## src/rtl/sysbus_pkg.sv

```systemverilog
// System-bus constants and writeback state encoding.
// Shared by the line writeback and line-fill engines.
package sysbus_pkg;
   localparam logic       SYSBUS_READ        = 1'b1;
   localparam logic       SYSBUS_WRITE       = 1'b0;
   localparam logic [3:0] SYSBUS_MEMORY      = 4'b0001;
   localparam int         SYSBUS_RW_SHIFT    = 12;
   localparam int         SYSBUS_SPACE_SHIFT = 8;
   localparam int         LINE_WORDS         = 8;

   typedef enum logic [2:0] {IDLE, ARB, ADDR, DATA, DONE} wb_state_t;
endpackage

```

## src/rtl/line_writeback.sv

```systemverilog
// Writes one 64-byte victim line to memory: arbitrate, address beat, 8 data beats.
// Optional LINE_WB_TIMEOUT_EN: re-arbitrate and pulse error when the address beat is not acked.
module line_writeback
   import sysbus_pkg::*;
#(
   parameter int BUS_DATA_WIDTH = 64,
   parameter int BUS_TAG_WIDTH  = 13,
   parameter int TIMEOUT_CYCLES = 255
) (
   input  logic                                 clk,
   input  logic                                 reset,
   input  logic                                 enable,
   input  logic [BUS_DATA_WIDTH-1:0]            addr,
   input  logic [BUS_DATA_WIDTH*LINE_WORDS-1:0] data,
   output logic                                 abtr_reqcyc,
   input  logic                                 abtr_grant,
   output logic                                 bus_busy,
   output logic                                 main_bus_reqcyc,
   output logic [BUS_DATA_WIDTH-1:0]            main_bus_req,
   output logic [BUS_TAG_WIDTH-1:0]             main_bus_reqtag,
   input  logic                                 main_bus_reqack,
   output logic                                 ready,
   output logic                                 error
);

   localparam logic [BUS_TAG_WIDTH-1:0] WR_TAG =
      (BUS_TAG_WIDTH'(SYSBUS_WRITE) << SYSBUS_RW_SHIFT) |
      (BUS_TAG_WIDTH'(SYSBUS_MEMORY) << SYSBUS_SPACE_SHIFT);
   localparam logic [2:0] LAST_BEAT = 3'(LINE_WORDS - 1);

   wb_state_t                                 state, state_n;
   logic [2:0]                                cnt, cnt_n;
   logic [BUS_DATA_WIDTH-1:0]                 addr_q, addr_n;
   logic [LINE_WORDS-1:0][BUS_DATA_WIDTH-1:0] line_q, line_n;
   logic                                      err_n;
   logic                                      on_bus_n;

`ifdef LINE_WB_TIMEOUT_EN
   localparam logic [7:0] WAIT_LAST = 8'(TIMEOUT_CYCLES - 1);
   logic [7:0] wait_q, wait_n;
`endif

   // Low address bits are dropped by alignment; the timeout length only matters with the feature.
   logic unused_cfg;
   assign unused_cfg = ^{addr[5:0], TIMEOUT_CYCLES[0]};

   always_comb begin
      state_n = state;
      cnt_n   = cnt;
      addr_n  = addr_q;
      line_n  = line_q;
      err_n   = 1'b0;
`ifdef LINE_WB_TIMEOUT_EN
      wait_n  = wait_q;
`endif
      unique case (state)
         IDLE, DONE: if (enable) begin
            addr_n  = {addr[BUS_DATA_WIDTH-1:6], 6'b0};
            line_n  = data;
            state_n = ARB;
         end
         ARB: if (abtr_grant) begin
            state_n = ADDR;
`ifdef LINE_WB_TIMEOUT_EN
            wait_n  = '0;
`endif
         end
         ADDR: if (main_bus_reqack) begin
            state_n = DATA;
            cnt_n   = '0;
         end
`ifdef LINE_WB_TIMEOUT_EN
         else if (wait_q == WAIT_LAST) begin
            // Give the bus back and retry arbitration; the latched line is kept.
            state_n = ARB;
            err_n   = 1'b1;
         end else begin
            wait_n  = wait_q + 8'd1;
         end
`endif
         DATA: begin
            cnt_n = cnt + 3'd1;
            if (cnt == LAST_BEAT) state_n = DONE;
         end
         default: state_n = IDLE;
      endcase
   end

   assign on_bus_n = (state_n == ADDR) || (state_n == DATA);

   // Outputs are computed from the next state so they change on the entering edge.
   always_ff @(posedge clk or posedge reset) begin
      if (reset) begin
         state           <= IDLE;
         cnt             <= '0;
         addr_q          <= '0;
         line_q          <= '0;
         abtr_reqcyc     <= 1'b0;
         bus_busy        <= 1'b0;
         main_bus_reqcyc <= 1'b0;
         main_bus_req    <= '0;
         main_bus_reqtag <= '0;
         ready           <= 1'b0;
         error           <= 1'b0;
      end else begin
         state           <= state_n;
         cnt             <= cnt_n;
         addr_q          <= addr_n;
         line_q          <= line_n;
         abtr_reqcyc     <= (state_n == ARB) || on_bus_n;
         bus_busy        <= on_bus_n;
         main_bus_reqcyc <= on_bus_n;
         main_bus_req    <= (state_n == ADDR) ? addr_n :
                            (state_n == DATA) ? line_n[cnt_n] : '0;
         main_bus_reqtag <= on_bus_n ? WR_TAG : '0;
         ready           <= (state_n == DONE);
         error           <= err_n;
      end
   end

`ifdef LINE_WB_TIMEOUT_EN
   always_ff @(posedge clk or posedge reset) begin
      if (reset) wait_q <= '0;
      else       wait_q <= wait_n;
   end
`endif

endmodule

```

## config.mk

```make
export PLATFORM = sky130hd
export DESIGN_NAME = line_writeback
export DESIGN_NICKNAME = d
export VERILOG_FILES = /design/src/rtl/sysbus_pkg.sv /design/src/rtl/line_writeback.sv
export SDC_FILE = /design/constraint.sdc
export NUM_CORES = 1
export LEC_CHECK = 0
export CAP_MARGIN = 20
export CORE_ASPECT_RATIO = 1.5
export CORE_MARGIN = 2
export CORE_UTILIZATION = 35
export CTS_CLUSTER_DIAMETER = 150
export CTS_CLUSTER_SIZE = 40
export DETAILED_ROUTE_END_ITERATION = 16
export SLEW_MARGIN = 0
export SYNTH_ARGS = -nofsm -noshare
export SYNTH_HDL_FRONTEND = slang
export SYNTH_SLANG_ARGS = --single-unit
```

## constraint.sdc

```tcl
create_clock -name clk -period 27.6 [get_ports clk]
set_input_delay 2.76 -clock clk [delete_from_list [all_inputs] [get_ports clk]]
set_output_delay 2.76 -clock clk [all_outputs]
set_load 0.005 [all_outputs]
```

Word level (Yosys, flattened, before mapping):

Cells that the tools add are included.

* register bits after elaboration: 658
* latch bits: 0
* bits in writable memories: 0
* bits in read-only memories: 0
* input port bits: 581
* output and inout port bits: 82
* logic and storage cells: 47
* memories: 0

* add/sub/neg operators: 1
* multiply operators: 0
* div/mod/pow operators: 0
* magnitude comparators: 1
* equality and inequality tests: 9
* shifts and indexed selects: 0
* muxes and demuxes: 16
* bitwise logic cells: 0
* reductions and logical operators: 4

Operators with widths (count)
* 512-bit two-way mux: 2
* 64-bit two-way mux: 5
* 64-bit binary-select mux with 3-bit select: 1
* 3-bit two-way mux: 5
* 3-bit by 2-bit equality test with 1-bit output (second input constant): 4
* 3-bit one-hot mux with 4 select lines: 1
* 3-bit equality test (second input constant): 3
* 9-bit two-way mux: 1
* 3-bit by 1-bit equality test with 1-bit output (second input constant): 2
* 3-bit one-hot mux with 2 select lines: 1
* 3-bit by 4-bit < comparator with 1-bit output (second input constant): 1
* 3-bit by 1-bit adder with 3-bit output (second input constant): 1
* 3-bit logical NOT: 1
* 1-bit logical OR: 2
* 2-bit OR reduction: 1

Longest topological paths before layout:

* depth after elaboration: 7
* gate-level depth with buffers: 10
* gate-level depth less buffers: 7

Least setup slack after synthesis:

OpenSTA, ideal clock, no wires.

* path kind: in2reg
* from: input enable
* to: register main_bus_req[28]
* library setup time: 142 ps
* data arrival time: 4273 ps
* required time: 27458 ps
* setup slack: 23185 ps
* stages on the path: 9
* path buffers: 4
* cells stage by stage: and2_1 -> buf_2 -> buf_6 -> buf_6 -> buf_2 -> mux2_2 -> mux2_2 -> o22ai_1 -> o32ai_1

RTL lines
* from (decl): line line_writeback.sv:12 `input logic enable,`
* to (signal assigned): line line_writeback.sv:113 `main_bus_req <= (state_n == ADDR) ? addr_n :`
* to (decl): line line_writeback.sv:19 `output logic [BUS_DATA_WIDTH-1:0] main_bus_req,`

==> summary.md <==
| Metric | Value |
|---|---|
| Ranking of synthesized cells by area | `dfrtp_1 (58%), mux2_2 (26%), mux4_2 (5.1%), buf_6 (2.2%), mux2i_1 (2.1%)` |
| Prevailing post-synth register cell | `dfrtp_1` |
| Rows | `127` |
| Final net count | `2990` |
| Outcome | `finished, final reports clean` |
| Total grt overflow | `0` |
| # DRC | `0` |
| Average wire per cell in the routed design | `23.6 µm` |
| Post-route ant nets | `0` |
| R2R Setup Slk | `22.80 ns` |
| Proportion of layout cells with a drive suffix above 1 | `31.6%` |
| Core footprint | `0.0799 mm²` |
| Drt via density | `4.97` |
| CTS tree | `yes` |
| Final HPWL DP | `57400 µm` |
| CTS Buf Count | `20` |
| Yosys top cell area share | `57.6%` |
| Critical Path Sink Type | `register` |
| P_leak | `14.7 nW` |
| Root buffer cell | `clkbuf_16` |
| Routability cong. | `0.814` |
| Largest fanout on the critical path | `74` |
| TNS Setup | `0 ns` |
| Area leader, netlist | `dfrtp_1` |
| Worst hold path class | `reg2reg` |
| Top-count cell post-synth | `dfrtp_1` |
| Synth cell count leaders | `dfrtp_1 (649), mux2_2 (640), nor2_1 (69)` |
| Number of global-route vias before repair | `19230` |
| Vias post-DR | `17242` |
| Minimum clock period | `6.79 ns` |
| Design Power | `4.04 mW` |
| Sequential share of the synthesized area | `57.6%` |
| Clock Latency Late Sink | `0.61 ns` |
| Final slew viol count | `0` |
| Post-CTS sizing | `0` |
| Port-buffer cells | `643` |
| Clk pin slew, worst setup/hold paths | `0.15 ns` |
| CP Launch Type | `input pin` |
| Syn-to-layout area delta | `27.2%` |
| Synth cell types | `28` |
| Final period utilization | `24.6%` |
| Max-Cap Viols | `0` |
| Final Non-Filler Cells | `3468` |
| IO Count | `663` |
| Peak supply drop | `0.156 mV` |
| Yosys warning total | `0` |
| GRT Util Overall | `19.3%` |
| Die area | `0.0829 mm²` |
| H-tree depth | `1` |
| Slew @ Worst Pin | `1.24 ns` |
| Initial Utilization | `35.3%` |
| CTS Buffer Depth | `3` |
| Die height | `352 µm` |
| 1st-iter DRT viols | `835` |
| Placed cell count | `3415` |
| Critical path type | `in2reg` |
| WP data arrival | `7.26 ns` |
| Fmax | `0.147 GHz` |
| Die W | `236 µm` |
| Worst slew margin | `17.1%` |
| Largest net degree at the start of global routing | `180` |
| Worst Path Required | `28.07 ns` |
| Drt total wl | `81800 µm` |
| Clock sinks | `649` |
| Antenna violations before repair | `40` |
| Hold Buf Count CTS | `0` |
| Post-synthesis register bit count | `649` |
| Post-synth EDFFs | `0` |
| Unrepaired setup endpoints after global routing | `false` |
| PwrDens | `113 mW/mm²` |
| First-pass GRT wire length | `122000 µm` |
| Endpoints failing setup | `0` |
| Post-CTS setup buffer count | `0` |
| Async SR Flop Fraction | `100%` |
| DR pass1 iterations | `4` |
| Final Hold Viols | `0` |
| Fin Clk Skew | `0.0535 ns` |
| Post-Syn Area | `0.0282 mm²` |
| Mapped Cells | `1846` |
| Average size of a mapped cell | `15.3 µm²` |
[area by class of cell]
cell class / count / area [µm²]
sequential: 649 / 16200
multi-input combinational: 1002 / 10700
clock buffer: 21 / 526
inverter: 67 / 259
clock inverter: 1 / 30.0
fill: 7221 / 44100
tap: 1032 / 1290
timing repair buffer: 667 / 6690
antenna: 29 / 72.6
[logic make-up after synthesis]
logic type | Yosys count | synth area share (%)
buffers and inverters | 207 | 4.63
adders and majority gates | 2 | 0.0888
other | 1 | 0.0133
and+or+nand+nor | 88 | 1.27
muxes | 763 | 32.8
AOI/OAI and AO/OA | 136 | 3.60
DFF | 649 | 57.6
[power breakdown]
| group | switching (mW) | internal (mW) | total (mW) |
|---|---|---|---|
| logic | 0.974 | 1.09 | 2.06 |
| registers | 0.120 | 1.42 | 1.54 |
| clock network | 0.291 | 0.141 | 0.432 |
| total | 1.39 | 2.65 | 4.04 |
[final timing paths]
check                      startpoint          endpoint  cells past startpoint
setup / recovery               enable  main_bus_req[21]                      8
hold / removal              addr_q[5]         addr_q[5]                      2
setup reg to reg             state[0]  main_bus_req[21]                      8
hold reg to reg             addr_q[5]         addr_q[5]                      2
min in group asynchronous       reset         line_q[6]                      2
max in group asynchronous       reset       line_q[490]                      7
[worst max-delay path, cell delays in order]
cell and delay (ns):
clkdlybuf4s50_1 0.52, and2_4 0.82, buf_4 0.79, buf_4 0.68, mux2_2 0.42, mux4_2 0.50, nor2_1 0.42, o32ai_1 0.16
[placed cells by master, fill, tap and decap left out, types with 2 or more instances in the layout]
cell type and count:
conb_1 13, o32ai_1 64, mux2_2 640, o21ai_0 3, diode_2 29, clkbuf_16 21, clkdlybuf4s50_1 643, nand2_1 9
nand2b_1 2, dfrtp_1 649, nand2b_4 2, mux4_2 64, buf_12 3, buf_4 19, mux2i_1 59, nor2_1 69
nand2_4 2, o22ai_1 64, buf_16 2, inv_1 66, ha_1 2
[metal layers]
| layer | vias to the layer above | GRT usage [%] | routed length [µm] |
|---|---|---|---|
| met5 | - | 0 | 113 |
| met4 | 18 | 6.97 | 1850 |
| met3 | 79 | 5.20 | 5550 |
| met2 | 473 | 33.3 | 41700 |
| met1 | 8912 | 23.3 | 32600 |
| li1 | 7760 | - | - |
[per-stage QoR]
step	instance area, µm²	setup WS, ns	hold slack (ns)	util (%)
floorplan	28200	6.66	0.427	-
global placement	35200	19.94	0.443	44.0
detailed placement	35200	19.77	0.457	44.0
CTS	35700	20.46	0.489	44.7
global route	35800	20.48	0.513	44.8
finish	35800	20.81	0.483	44.9
[sequential cells by signal, summed over array words and instances (netlist names)]
signal,count
line_q,512
addr_q,64
main_bus_req,64
cnt,3
state,3
abtr_reqcyc,1
main_bus_reqtag,1
ready,1
No activity file was read; power rests on OpenSTA's default activity.
